$ cat config.mk
export PLATFORM = sky130hd
export DESIGN_NAME = piece_mover
export DESIGN_NICKNAME = d
export VERILOG_FILES = /design/src/rtl/tetris_pkg.sv /design/src/rtl/piece_candidate.sv /design/src/rtl/piece_mover.sv
export SDC_FILE = /design/constraint.sdc
export NUM_CORES = 1
export LEC_CHECK = 0
export ABC_AREA = 0
export ABC_CLOCK_PERIOD_IN_PS = 3400
export CAP_MARGIN = 25
export CORE_UTILIZATION = 35
export CTS_BUF_LIST = sky130_fd_sc_hd__clkbuf_8
export DETAILED_ROUTE_END_ITERATION = 7
export GPL_ROUTABILITY_DRIVEN = 1
export PLACE_DENSITY = 0.62
export SLEW_MARGIN = 20
export SYNTH_ARGS = -nofsm -noshare
export SYNTH_HDL_FRONTEND = slang
export SYNTH_SLANG_ARGS = --single-unit
$ cat constraint.sdc
create_clock -name clk -period 3.4 [get_ports clk]
set_input_delay 0.51 -clock clk [delete_from_list [all_inputs] [get_ports clk]]
set_output_delay 0.51 -clock clk [all_outputs]
set_load 0.1 [all_outputs]
$ cat src/rtl/tetris_pkg.sv
// rtl/tetris_pkg.sv - shared board geometry, command codes and mover state encoding
//
// Used by piece_candidate and piece_mover.
// Command codes 5-7 are reserved. Code 4 (hard drop) is reserved as well
// unless PIECE_MOVER_HARD_DROP_EN is defined for the piece_mover build.
package tetris_pkg;

  localparam int BOARD_W = 10;
  localparam int BOARD_H = 20;

  // Spawn location of the 4x4 pattern window.
  localparam logic [3:0] SPAWN_X = 4'd5;
  localparam logic [4:0] SPAWN_Y = 5'd21;

  localparam logic [2:0] CMD_LEFT      = 3'd0;
  localparam logic [2:0] CMD_RIGHT     = 3'd1;
  localparam logic [2:0] CMD_DOWN      = 3'd2;
  localparam logic [2:0] CMD_ROTATE    = 3'd3;
  localparam logic [2:0] CMD_HARD_DROP = 3'd4;

  typedef enum logic [2:0] {
    ST_WAIT_SPAWN = 3'd0,
    ST_PROBE      = 3'd1,
    ST_CHECK      = 3'd2,
    ST_READY      = 3'd3,
    ST_LOCK       = 3'd4,
    ST_OVER       = 3'd5
  } mover_state_e;

  // A command that needs a collision probe. All other codes are no-ops.
  function automatic logic cmd_is_move(input logic [2:0] c, input logic hard_drop_en);
    return (c == CMD_LEFT) || (c == CMD_RIGHT) || (c == CMD_DOWN) ||
           (c == CMD_ROTATE) || (hard_drop_en && (c == CMD_HARD_DROP));
  endfunction

endpackage

$ cat src/rtl/piece_candidate.sv
// rtl/piece_candidate.sv - combinational candidate position/pattern for one move
//
// Ports:
//   base_x/base_y/base_float : position and pattern the move starts from
//   cmd                      : command code (see tetris_pkg)
//   rot_float                : rotated pattern supplied by the shape ROM
//   cand_x/cand_y/cand_float : resulting candidate
// Coordinates wrap modulo their width. Left from x=0 gives 4'hF, and down
// from y=0 gives 5'h1F, so that the checker rejects the move.
module piece_candidate
  import tetris_pkg::*;
(
  input  logic [3:0]  base_x,
  input  logic [4:0]  base_y,
  input  logic [15:0] base_float,
  input  logic [2:0]  cmd,
  input  logic [15:0] rot_float,
  output logic [3:0]  cand_x,
  output logic [4:0]  cand_y,
  output logic [15:0] cand_float
);

  always_comb begin
    cand_x     = base_x;
    cand_y     = base_y;
    cand_float = base_float;
    case (cmd)
      CMD_LEFT:      cand_x     = base_x - 4'd1;
      CMD_RIGHT:     cand_x     = base_x + 4'd1;
      // A hard drop step is a single-row down move.
      CMD_DOWN,
      CMD_HARD_DROP: cand_y     = base_y - 5'd1;
      CMD_ROTATE:    cand_float = rot_float;
      default: ;
    endcase
  end

endmodule

$ cat src/rtl/piece_mover.sv
// rtl/piece_mover.sv - active piece spawn/move/lock sequencer around an external collision checker
//
// Ports:
//   clk, rst_n                        : clock, asynchronous active-low reset
//   spawn_valid, spawn_float          : new piece offer, accepted while spawn_ready
//   cmd_valid, cmd, rot_float         : move command, accepted while cmd_ready
//   chk_pos_x/chk_pos_y/chk_float     : candidate presented to the checker
//   chk_valid                         : registered checker verdict (1 = no collision)
//   cur_pos_x/cur_pos_y/cur_float     : committed piece
//   cmd_ready, spawn_ready            : handshake readiness
//   lock                              : one-cycle pulse when the piece lands
//   game_over                         : spawn collided, sticky until reset
// Optional feature macro: PIECE_MOVER_HARD_DROP_EN (cmd 4 = hard drop).
module piece_mover
  import tetris_pkg::*;
(
  input  logic        clk,
  input  logic        rst_n,
  input  logic        spawn_valid,
  input  logic [15:0] spawn_float,
  input  logic        cmd_valid,
  input  logic [2:0]  cmd,
  input  logic [15:0] rot_float,
  input  logic        chk_valid,
  output logic [3:0]  chk_pos_x,
  output logic [4:0]  chk_pos_y,
  output logic [15:0] chk_float,
  output logic [3:0]  cur_pos_x,
  output logic [4:0]  cur_pos_y,
  output logic [15:0] cur_float,
  output logic        cmd_ready,
  output logic        spawn_ready,
  output logic        lock,
  output logic        game_over
);

`ifdef PIECE_MOVER_HARD_DROP_EN
  localparam logic HARD_DROP_EN = 1'b1;
`else
  localparam logic HARD_DROP_EN = 1'b0;
`endif

  mover_state_e state_q, state_d;

  logic [2:0]  op_q;        // command being probed
  logic        is_spawn_q;  // current probe is a spawn

  logic [3:0]  base_x;
  logic [4:0]  base_y;
  logic [15:0] base_float;
  logic [2:0]  base_cmd;
  logic [3:0]  cand_x;
  logic [4:0]  cand_y;
  logic [15:0] cand_float;

  logic        accept_cmd;
  logic        drop_continue;

  assign accept_cmd    = (state_q == ST_READY) && cmd_valid && cmd_is_move(cmd, HARD_DROP_EN);
  // A successful hard-drop step probes the next row straight away.
  assign drop_continue = HARD_DROP_EN && !is_spawn_q && (op_q == CMD_HARD_DROP);

  // In CHECK the next hard-drop step starts from the candidate being committed,
  // because cur_* only takes that value on the same edge.
  always_comb begin
    if (state_q == ST_CHECK) begin
      base_x     = chk_pos_x;
      base_y     = chk_pos_y;
      base_float = chk_float;
      base_cmd   = CMD_DOWN;
    end else begin
      base_x     = cur_pos_x;
      base_y     = cur_pos_y;
      base_float = cur_float;
      base_cmd   = cmd;
    end
  end

  piece_candidate u_candidate (
    .base_x     (base_x),
    .base_y     (base_y),
    .base_float (base_float),
    .cmd        (base_cmd),
    .rot_float  (rot_float),
    .cand_x     (cand_x),
    .cand_y     (cand_y),
    .cand_float (cand_float)
  );

  // State register
  always_ff @(posedge clk or negedge rst_n) begin
    if (!rst_n) begin
      state_q <= ST_WAIT_SPAWN;
    end else begin
      state_q <= state_d;
    end
  end

  // Next-state logic
  always_comb begin
    state_d = state_q;
    case (state_q)
      ST_WAIT_SPAWN: if (spawn_valid) state_d = ST_PROBE;
      ST_PROBE:      state_d = ST_CHECK;
      ST_CHECK: begin
        if (is_spawn_q) begin
          state_d = chk_valid ? ST_READY : ST_OVER;
        end else if (chk_valid) begin
          state_d = drop_continue ? ST_PROBE : ST_READY;
        end else if ((op_q == CMD_DOWN) || (op_q == CMD_HARD_DROP)) begin
          state_d = ST_LOCK;
        end else begin
          state_d = ST_READY;
        end
      end
      ST_READY:      if (accept_cmd) state_d = ST_PROBE;
      ST_LOCK:       state_d = ST_WAIT_SPAWN;
      ST_OVER:       state_d = ST_OVER;
      default:       state_d = ST_WAIT_SPAWN;
    endcase
  end

  // Output decode
  always_comb begin
    spawn_ready = 1'b0;
    cmd_ready   = 1'b0;
    lock        = 1'b0;
    game_over   = 1'b0;
    case (state_q)
      ST_WAIT_SPAWN: spawn_ready = 1'b1;
      ST_READY:      cmd_ready   = 1'b1;
      ST_LOCK:       lock        = 1'b1;
      ST_OVER:       game_over   = 1'b1;
      default: ;
    endcase
  end

  // Candidate and committed piece registers. chk_* change only on the edge
  // that enters PROBE, so they are stable through PROBE and CHECK.
  always_ff @(posedge clk or negedge rst_n) begin
    if (!rst_n) begin
      chk_pos_x  <= '0;
      chk_pos_y  <= '0;
      chk_float  <= '0;
      cur_pos_x  <= '0;
      cur_pos_y  <= '0;
      cur_float  <= '0;
      op_q       <= '0;
      is_spawn_q <= 1'b0;
    end else begin
      case (state_q)
        ST_WAIT_SPAWN: begin
          if (spawn_valid) begin
            chk_pos_x  <= SPAWN_X;
            chk_pos_y  <= SPAWN_Y;
            chk_float  <= spawn_float;
            is_spawn_q <= 1'b1;
          end
        end
        ST_READY: begin
          if (accept_cmd) begin
            chk_pos_x  <= cand_x;
            chk_pos_y  <= cand_y;
            chk_float  <= cand_float;
            op_q       <= cmd;
            is_spawn_q <= 1'b0;
          end
        end
        ST_CHECK: begin
          if (chk_valid) begin
            cur_pos_x <= chk_pos_x;
            cur_pos_y <= chk_pos_y;
            cur_float <= chk_float;
            if (drop_continue) begin
              chk_pos_x <= cand_x;
              chk_pos_y <= cand_y;
              chk_float <= cand_float;
            end
          end
        end
        default: ;
      endcase
    end
  end

endmodule

; Yosys cells after proc, flatten, opt, wreduce, memory -nomap -nowiden
; Index checks and enable logic that the tools add are counted.
[classes]
muxes = 29
n_reduce_logical = 15
n_addsub = 3
n_eq_ne = 16
[ops]
columns = op, n
row1 = $mux W16, 3
row2 = $pmux W16 S2, 1
row3 = $eq A3 B2 Y1 const B, 7
row4 = $mux W3, 7
row5 = $mux W5, 4
row6 = $pmux W4 S2, 2
row7 = $pmux W3 S5, 1
row8 = $eq A3 B3 Y1 const B, 4
row9 = $mux W4, 3
row10 = $pmux W5 S2, 1
row11 = $eq A3 B1 Y1 const B, 3
row12 = $logic_not A3 Y1, 3
row13 = $mux W1, 6
row14 = $reduce_and A2 Y1, 3
row15 = $sub A5 B1 Y5 const B, 1
row16 = $add A4 B1 Y4 const B, 1
row17 = $logic_or A1 B1 Y1, 4
row18 = $ne A2 B2 Y1 const B, 2
row19 = $sub A4 B1 Y4 const B, 1
row20 = $reduce_and A3 Y1, 1
row21 = $logic_and A1 B1 Y1, 2
row22 = $pmux W1 S2, 1
row23 = $reduce_bool A2 Y1, 1
row24 = $reduce_or A2 Y1, 1
[totals]
register_bits = 57
elab_cells = 72
out_inout_bits = 54
inputBits = 40

; Longest topological paths before layout
; Gate-level depths: netlist of the first run.
[logic_depth]
ltp_word = 7
depth_mapped = 11
mapped_depth_nobuf = 9

; By module
; A second synthesis of the first run with hierarchy kept.
[hier_totals]
cells_unflattened = 253
hier_area_um2 = 3374.5
[by_module_without_submodules]
columns = module, seq_area_each_um2, instances, area_per_inst_um2, cells_each
row1 = piece_mover, 1426.4, 1, 2851.5, 196
row2 = piece_candidate, 0.0, 1, 523.0, 57

; Worst setup path before layout of the first run
; OpenSTA, ideal clock, no wires.
[synth_path]
path_type = register to register
from = reg state_q[2]
to = reg chk_float[15]
setup_ps = 83
required_ps = 3317
path_slack_ps = 151
path_buffers = 1
stages_incl_launch_ff = 6
t_arrival_ps = 3166
period_less_slack_ps = 3249
path_cell_list = dfrtp_1 buf_2 nor3_1 and2_1 a22oi_1 o21ai_0
[synth_via]
elab_chain_cells = 6
word_cells_on_any_way = 14
cone_classes = eq/ne: 5 / mux: 4 / reduce/logical: 5
[synth_lines]
columns = item, line_no
row1 = from (decl), piece_mover.sv:43  ; mover_state_e state_q, state_d;
row2 = from (signal assigned), piece_mover.sv:95  ; state_q <= state_d;
row3 = $eq A3 B2 Y1, "piece_mover.sv:66, piece_mover.sv:151"
row4 = $mux W3, piece_mover.sv:66  ; if (state_q == ST_CHECK) begin
row5 = $eq A3 B2 Y1, piece_candidate.sv:27  ; case (cmd)
row6 = $mux W16, piece_candidate.sv:27
row7 = $mux W16, piece_mover.sv:161  ; if (accept_cmd) begin
row8 = $pmux W16 S2, piece_mover.sv:151  ; case (state_q)
row9 = to (signal assigned), piece_mover.sv:156  ; chk_float <= spawn_float;
row10 = to (signal assigned), piece_mover.sv:164  ; chk_float <= cand_float;
row11 = to (signal assigned), piece_mover.sv:177  ; chk_float <= cand_float;
row12 = to (decl), piece_mover.sv:27  ; output logic [15:0] chk_float,
; Several ways; a longest one is shown, not always the timed one. The select of a mux whose other input is x is not followed.
; A chain may end at the register's enable or synchronous reset.

; Worst setup path after layout of the first run
[layout_path]
from = reg state_q[1]
to = reg chk_pos_x[1]
[layout_via]
elab_chain_cells = 6
word_cells_on_any_way = 18
cone_classes = add/sub: 2 / eq/ne: 5 / mux: 5 / reduce/logical: 6
[layout_lines]
columns = item, line_no
row1 = $eq A3 B2 Y1, "piece_mover.sv:66, piece_mover.sv:151"
row2 = $mux W4 / $mux W3 (equally long branches), piece_mover.sv:66
row3 = $add A4 B1 Y4 (tied with other cells), piece_candidate.sv:29  ; CMD_RIGHT: cand_x = base_x + 4'd1;
row4 = $pmux W4 S2, piece_candidate.sv:27
row5 = $mux W4, piece_mover.sv:161
row6 = $pmux W4 S2, piece_mover.sv:151
row7 = to (signal assigned), piece_mover.sv:162  ; chk_pos_x <= cand_x;
row8 = to (signal assigned), piece_mover.sv:175  ; chk_pos_x <= cand_x;
row9 = to (decl), piece_mover.sv:25  ; output logic [3:0] chk_pos_x,
; Several ways; a longest one is shown, not always the timed one. The select of a mux whose other input is x is not followed.

==> results.py, run 1 <==
metrics = {
    "clocking": {
        "cts_sinks": 57,
        "ctsHoldBuffers": 0,
        "tritoncts": "done",
        "cts_resized": 0,
        "htreeDepth": 3,
        "clkLatencyLatePin_ns": 0.33,
        "clockRootBuffer": "clkbuf_8",
        "clkTransAtPathRegs_ns": 0.07,
        "numCtsBuffers": 9,
        "cts_buffer_depth": 2,
        "cts_setup_buffers": 0,
    },
    "cells_and_area": {
        "n_antenna_cell": 0,
        "drive_gt1_share_pct": 14.8,
        "layout.cells.non_filler": 471,
        "areaGrowthSynthToFinish_pct": 40.3,
        "mostFrequentLayoutCells": "clkdlybuf4s50_1, dfrtp_1, nor2_1, mux2_2, mux2i_1",
        "nFillCells": 762,
        "design_area_um2": 4140,
        "finalNetCount": 405,
        "layout_commonest_cell": "clkdlybuf4s50_1",
    },
    "die": {
        "initial_core_util_pct": 36.1,
        "rows": 33,
        "die_area_um2": 8800,
        "ioPinCount": 94,
        "fp.dieH_um": 93.8,
        "die_w_um": 93.8,
        "core_area_um2": 8180,
    },
    "yosys": {
        "synthCells": 269,
        "syn_avg_cell_area_um2": 11.0,
        "yosysWarnings": 0,
        "synth_seq_cells": 57,
        "yosysUniqueCellTypes": 47,
        "synth_area_um2": 2950,
        "synth_edf_count": 0,
        "synthFlopType": "dfrtp_1",
        "ys_seq_area_share_pct": 48.4,
        "synthArstFlopShare_pct": 100,
        "syn-num-nets": 313,
    },
    "critical_path": {
        "rr_startpoint": "state_q[1]",
        "criticalPathCategory": "reg2reg",
        "endpoint": "chk_pos_x[1]",
        "r2r_setup_slack_ns": 0.80,
        "r2r-end": "chk_pos_x[1]",
        "crit_path_start_kind": "register",
        "crit_path_end_kind": "register",
        "worstSetupStartpoint": "state_q[1]",
        "cp.required_ns": 3.62,
        "r2r_cells": 7,
        "critPathMaxFanout": 13,
        "cp.arrival_ns": 2.82,
    },
    "timing": {
        "min_period_ns": 2.60,
        "skew_ns": 0.00860,
        "setup_viol": 0,
        "slew_violations": 0,
        "fin_crit_sh_pct": 76.5,
        "whs_ns": 0.0796,
        "hold_violations": 0,
        "rsz0062_at_grt": "no",
        "fmax_mhz": 384,
        "worst_slew_pin_slew_ns": 1.01,
        "slew_headroom_pct": 32.6,
        "fin_setup_tns_ns": 0,
    },
    "routing": {
        "routed_via_density": 5.08,
        "firstDrtPassIters": 4,
        "vias": 2395,
        "wl_um": 7360,
        "drt_iter0_markers": 143,
        "wire_per_inst_um": 15.6,
        "ant_nets": 0,
        "drc": 0,
    },
    "placement": {
        "hpwl_um": 5030,
        "gp_congestion": 0.775,
        "dp_cells": 454,
        "numPortBuffers": 93,
        "place_area_um2": 3940,
    },
    "global_route": {
        "overflow": 0,
        "grt.total_usage_pct": 17.7,
        "grt_max_degree": 41,
        "grt_pass1_wl_um": 11800,
        "grt_pass1_vias": 2324,
        "antenna_found_initial": 0,
    },
    "status": {
        "status": "finished, final reports clean",
    },
    "min_path": {
        "hold_path_class": "in2async",
    },
    "run": {
        "drv_cap": 0,
    },
}
per-layer routing:
layer | up-vias | track usage, % | part of all wire [%]
met1 | 1160 | 23.7 | 47
li1 | 1151 | - | -
met5 | - | 0 | 0
met3 | 7 | 4.45 | 6.4
met4 | 0 | 7.82 | 1.0
met2 | 77 | 26.9 | 45
worst min-delay path by stage:
stage / slack (ns) / depth (start not counted) / to / from
final: 0.08 / 1 / cur_float[6] / rst_n
after floorplan: 0.21 / 0 / chk_float[0] / rst_n
after detailed placement: 0.49 / 1 / chk_float[12] / chk_float[12]
after global routing: 0.09 / 1 / cur_float[6] / rst_n
after global placement: 0.48 / 2 / op_q[0] / op_q[0]
after CTS: 0.33 / 1 / cur_float[6] / rst_n
cell families (layout without fill, tap and decap cells):
| family | Yosys count | count (layout) | synth area share (%) |
|---|---|---|---|
| and+or+nand+nor | 69 | 69 | 12.1 |
| AOI/OAI and AO/OA | 61 | 61 | 14.5 |
| DFF | 57 | 57 | 48.4 |
| muxes | 45 | 45 | 16.3 |
| buffers and inverters | 24 | 121 | 4.07 |
| xor gates and xnor gates | 9 | 9 | 2.67 |
| adders and majority gates | 4 | 4 | 1.95 |
worst max-delay path: stages (launching register included):
cell	delay (ns)
dfrtp_1	0.53
nor3b_4	0.62
nor3_1	0.23
nand2_1	0.17
inv_1	0.07
fa_1	0.54
nand2_1	0.05
a32o_1	0.26
cell usage after synthesis, drive strengths merged, types with 3 or more instances:
cell type | count | area (um^2)
mux2i | 20 | 200
xnor2 | 6 | 52.6
mux2 | 25 | 282
nor4 | 3 | 18.8
o21ai | 9 | 45.0
nand2 | 18 | 67.6
a22oi | 3 | 22.5
a21oi | 6 | 30.0
and2 | 5 | 31.3
a21o | 18 | 135
xor2 | 3 | 26.3
dfrtp | 57 | 1430
a211oi | 14 | 105
ha | 3 | 37.5
nor3 | 3 | 26.3
nor2 | 24 | 97.6
nand3 | 5 | 25.0
inv | 5 | 18.8
buf | 12 | 75.1
clkbuf | 7 | 26.3
cell type report:
cell class / instances / area [um^2] / share of cell area [%]
Inverter: 5 / 18.8 / 0.454
Timing Repair Buffer: 100 / 983 / 23.8
Clock inverter: 5 / 22.5 / 0.544
Tap cell: 105 / 131 / 3.18
Multi-Input combinational cell: 188 / 1400 / 33.9
Clock buffer: 11 / 151 / 3.66
Sequential cell: 57 / 1430 / 34.5
per-stage QoR:
| step | util, % | worst slack [ns] |
|---|---|---|
| final | 50.6 | 0.799 |
| after floorplan | - | 0.151 |
| after CTS | 50.4 | 0.741 |
| after global routing | 50.6 | 0.582 |
| after global placement | 48.0 | 0.564 |
| after detailed placement | 48.2 | 0.539 |
flip-flops by register name, indices dropped and copies added, names as in the netlist:
| signal | cells |
|---|---|
| chk_pos_x | 4 |
| chk_float | 16 |
| op_q | 3 |
| is_spawn_q | 1 |
| chk_pos_y | 5 |
| state_q | 3 |
| cur_pos_x | 4 |
| cur_float | 16 |
| cur_pos_y | 5 |
Power of run 1 is not shown: default switching activity piles up to over one toggle a cycle in this logic, so the estimate is an artifact.
==> run 2, diff against run 1 <==
ABC_CLOCK_PERIOD_IN_PS = 2200   (was 3400)
PLACE_DENSITY = 0.65   (was 0.62)
clock period = 2.2 ns   (was 3.4 ns; I/O delays follow)
==> run 2 against run 1 <==
  * The run now ends with negative setup slack left
  * Flip-flop and latch count is the same
  * Non-clock buffer count rose by 24
  * Highest routed layer unchanged
  * Hold slack gained 0.26 ns
  * Via count up 4.9%
==> results.py, run 2 (synthesized netlist as in run 1, its figures left out) <==
metrics = {
    "cells_and_area": {
        "multi_input_area_um2": 1510,
        "areaGrowthSynthToFinish_pct": 49.3,
        "design_area_um2": 4400,
        "mostFrequentLayoutCells": "buf_4, dfrtp_1, clkdlybuf4s50_1",
        "nFillCells": 730,
        "finalNetCount": 429,
        "layout.cells.non_filler": 495,
        "largestRegisters": "chk_float: 16 flops, cur_float: 16 flops",
        "ff_latch_area_um2": 1430,
        "drive_gt1_share_pct": 35.6,
        "layout_commonest_cell": "buf_4",
        "n_antenna_cell": 0,
    },
    "global_route": {
        "antenna_found_initial": 0,
        "grt_max_degree": 36,
        "grt_pass1_wl_um": 12400,
        "overflow": 0,
        "grt.total_usage_pct": 18.6,
        "grt_pass1_vias": 2518,
    },
    "timing": {
        "slew_violations": 0,
        "rsz0062_at_grt": "yes",
        "fin_setup_tns_ns": -0.00503,
        "min_period_ns": 2.21,
        "fin_crit_sh_pct": 100,
        "fmax_mhz": 454,
        "worst_slew_pin_slew_ns": 0.422,
        "hold_violations": 0,
        "slew_headroom_pct": 71.9,
        "finalWorstSetupSlack_ns": -0.00503,
        "setup_viol": 1,
        "skew_ns": 0.0104,
    },
    "clocking": {
        "clockRootBuffer": "clkbuf_8",
        "tritoncts": "done",
        "clkTransAtPathRegs_ns": 0.07,
        "htreeDepth": 3,
        "cts_sinks": 57,
        "numCtsBuffers": 9,
        "cts_buffer_depth": 2,
        "clkLatencyLatePin_ns": 0.33,
    },
    "placement": {
        "dp_slack_ns": -0.161,
        "dp_cells": 468,
        "gp_congestion": 0.804,
        "hpwl_um": 5290,
        "numPortBuffers": 93,
        "place_area_um2": 4030,
    },
    "critical_path": {
        "endpoint": "chk_pos_x[1]",
        "crit_path_start_kind": "register",
        "r2r-end": "chk_pos_x[1]",
        "r2r_cells": 9,
        "crit_path_end_kind": "register",
        "r2r_setup_slack_ns": -0.005,
        "cp.required_ns": 2.43,
        "criticalPathCategory": "reg2reg",
        "critPathMaxFanout": 4,
        "worstSetupStartpoint": "state_q[0]",
        "cp.arrival_ns": 2.43,
        "rr_startpoint": "state_q[0]",
    },
    "die": {
        "initial_core_util_pct": 36.1,
        "die_w_um": 93.8,
        "core_area_um2": 8180,
        "die_area_um2": 8800,
        "rows": 33,
        "fp.dieH_um": 93.8,
        "ioPinCount": 94,
    },
    "routing": {
        "vias": 2513,
        "drc": 0,
        "ant_nets": 0,
        "wire_per_inst_um": 15.6,
        "routed_via_density": 5.08,
        "drt_iter0_markers": 135,
        "firstDrtPassIters": 4,
        "wl_um": 7710,
    },
    "status": {
        "status": "finished with violations",
        "violations": "negative setup slack",
    },
    "run": {
        "drv_cap": 0,
    },
    "min_path": {
        "hold_path_class": "in2async",
    },
}
run 2: timing repair:
item / 4_1_cts / 5_1_grt
setup endpoints to repair: 2 / 4
cloned: 0 / 0
hold endpoints to repair: 4 / 0
pin swaps: 1 / 7
buffers inserted: 3 / 7
hold buffers: 1 / 0
gates resized for setup: 2 / 17
run 2: worst max-delay path: stages (launching register included):
cell	delay (ns)
dfrtp_1	0.40
buf_4	0.15
nor3b_4	0.22
buf_6	0.17
buf_4	0.12
nand2_1	0.06
and2_1	0.17
fa_2	0.53
nand2_1	0.05
a32o_1	0.23
run 2: how the worst min path moves through the flow:
stage | slack, ns | depth (start not counted) | end | from
global placement | 0.16 | 1 | cur_float[6] | rst_n
global route | 0.33 | 2 | cur_float[6] | rst_n
finish | 0.34 | 2 | cur_float[6] | rst_n
detailed placement | 0.16 | 1 | chk_float[6] | rst_n
floorplan | 0.03 | 0 | chk_float[0] | rst_n
CTS | 0.33 | 2 | chk_float[6] | rst_n
run 2: through the flow:
step | hold WS, ns | util [%]
CTS | 0.326 | 52.2
finish | 0.335 | 53.9
global placement | 0.157 | 49.2
floorplan | 0.0344 | -
detailed placement | 0.158 | 49.2
global route | 0.331 | 53.9
run 2: cell type report:
class | count | share of cell area (%)
inverter | 5 | 0.426
clock buffer | 10 | 3.13
sequential | 57 | 32.4
tap | 105 | 2.98
clock inverter | 6 | 1.34
timing repair buffer | 124 | 25.4
multi-input combinational | 188 | 34.4
run 2: per-layer routing:
| layer | global-route usage (%) | wire (um) | vias up |
|---|---|---|---|
| li1 | - | - | 1199 |
| met1 | 24.3 | 3520 | 1220 |
| met2 | 28.8 | 3570 | 80 |
| met3 | 5.02 | 451 | 14 |
| met4 | 8.21 | 162 | 0 |
| met5 | 0 | 0 | - |
Power of run 2 is left out for the same reason.
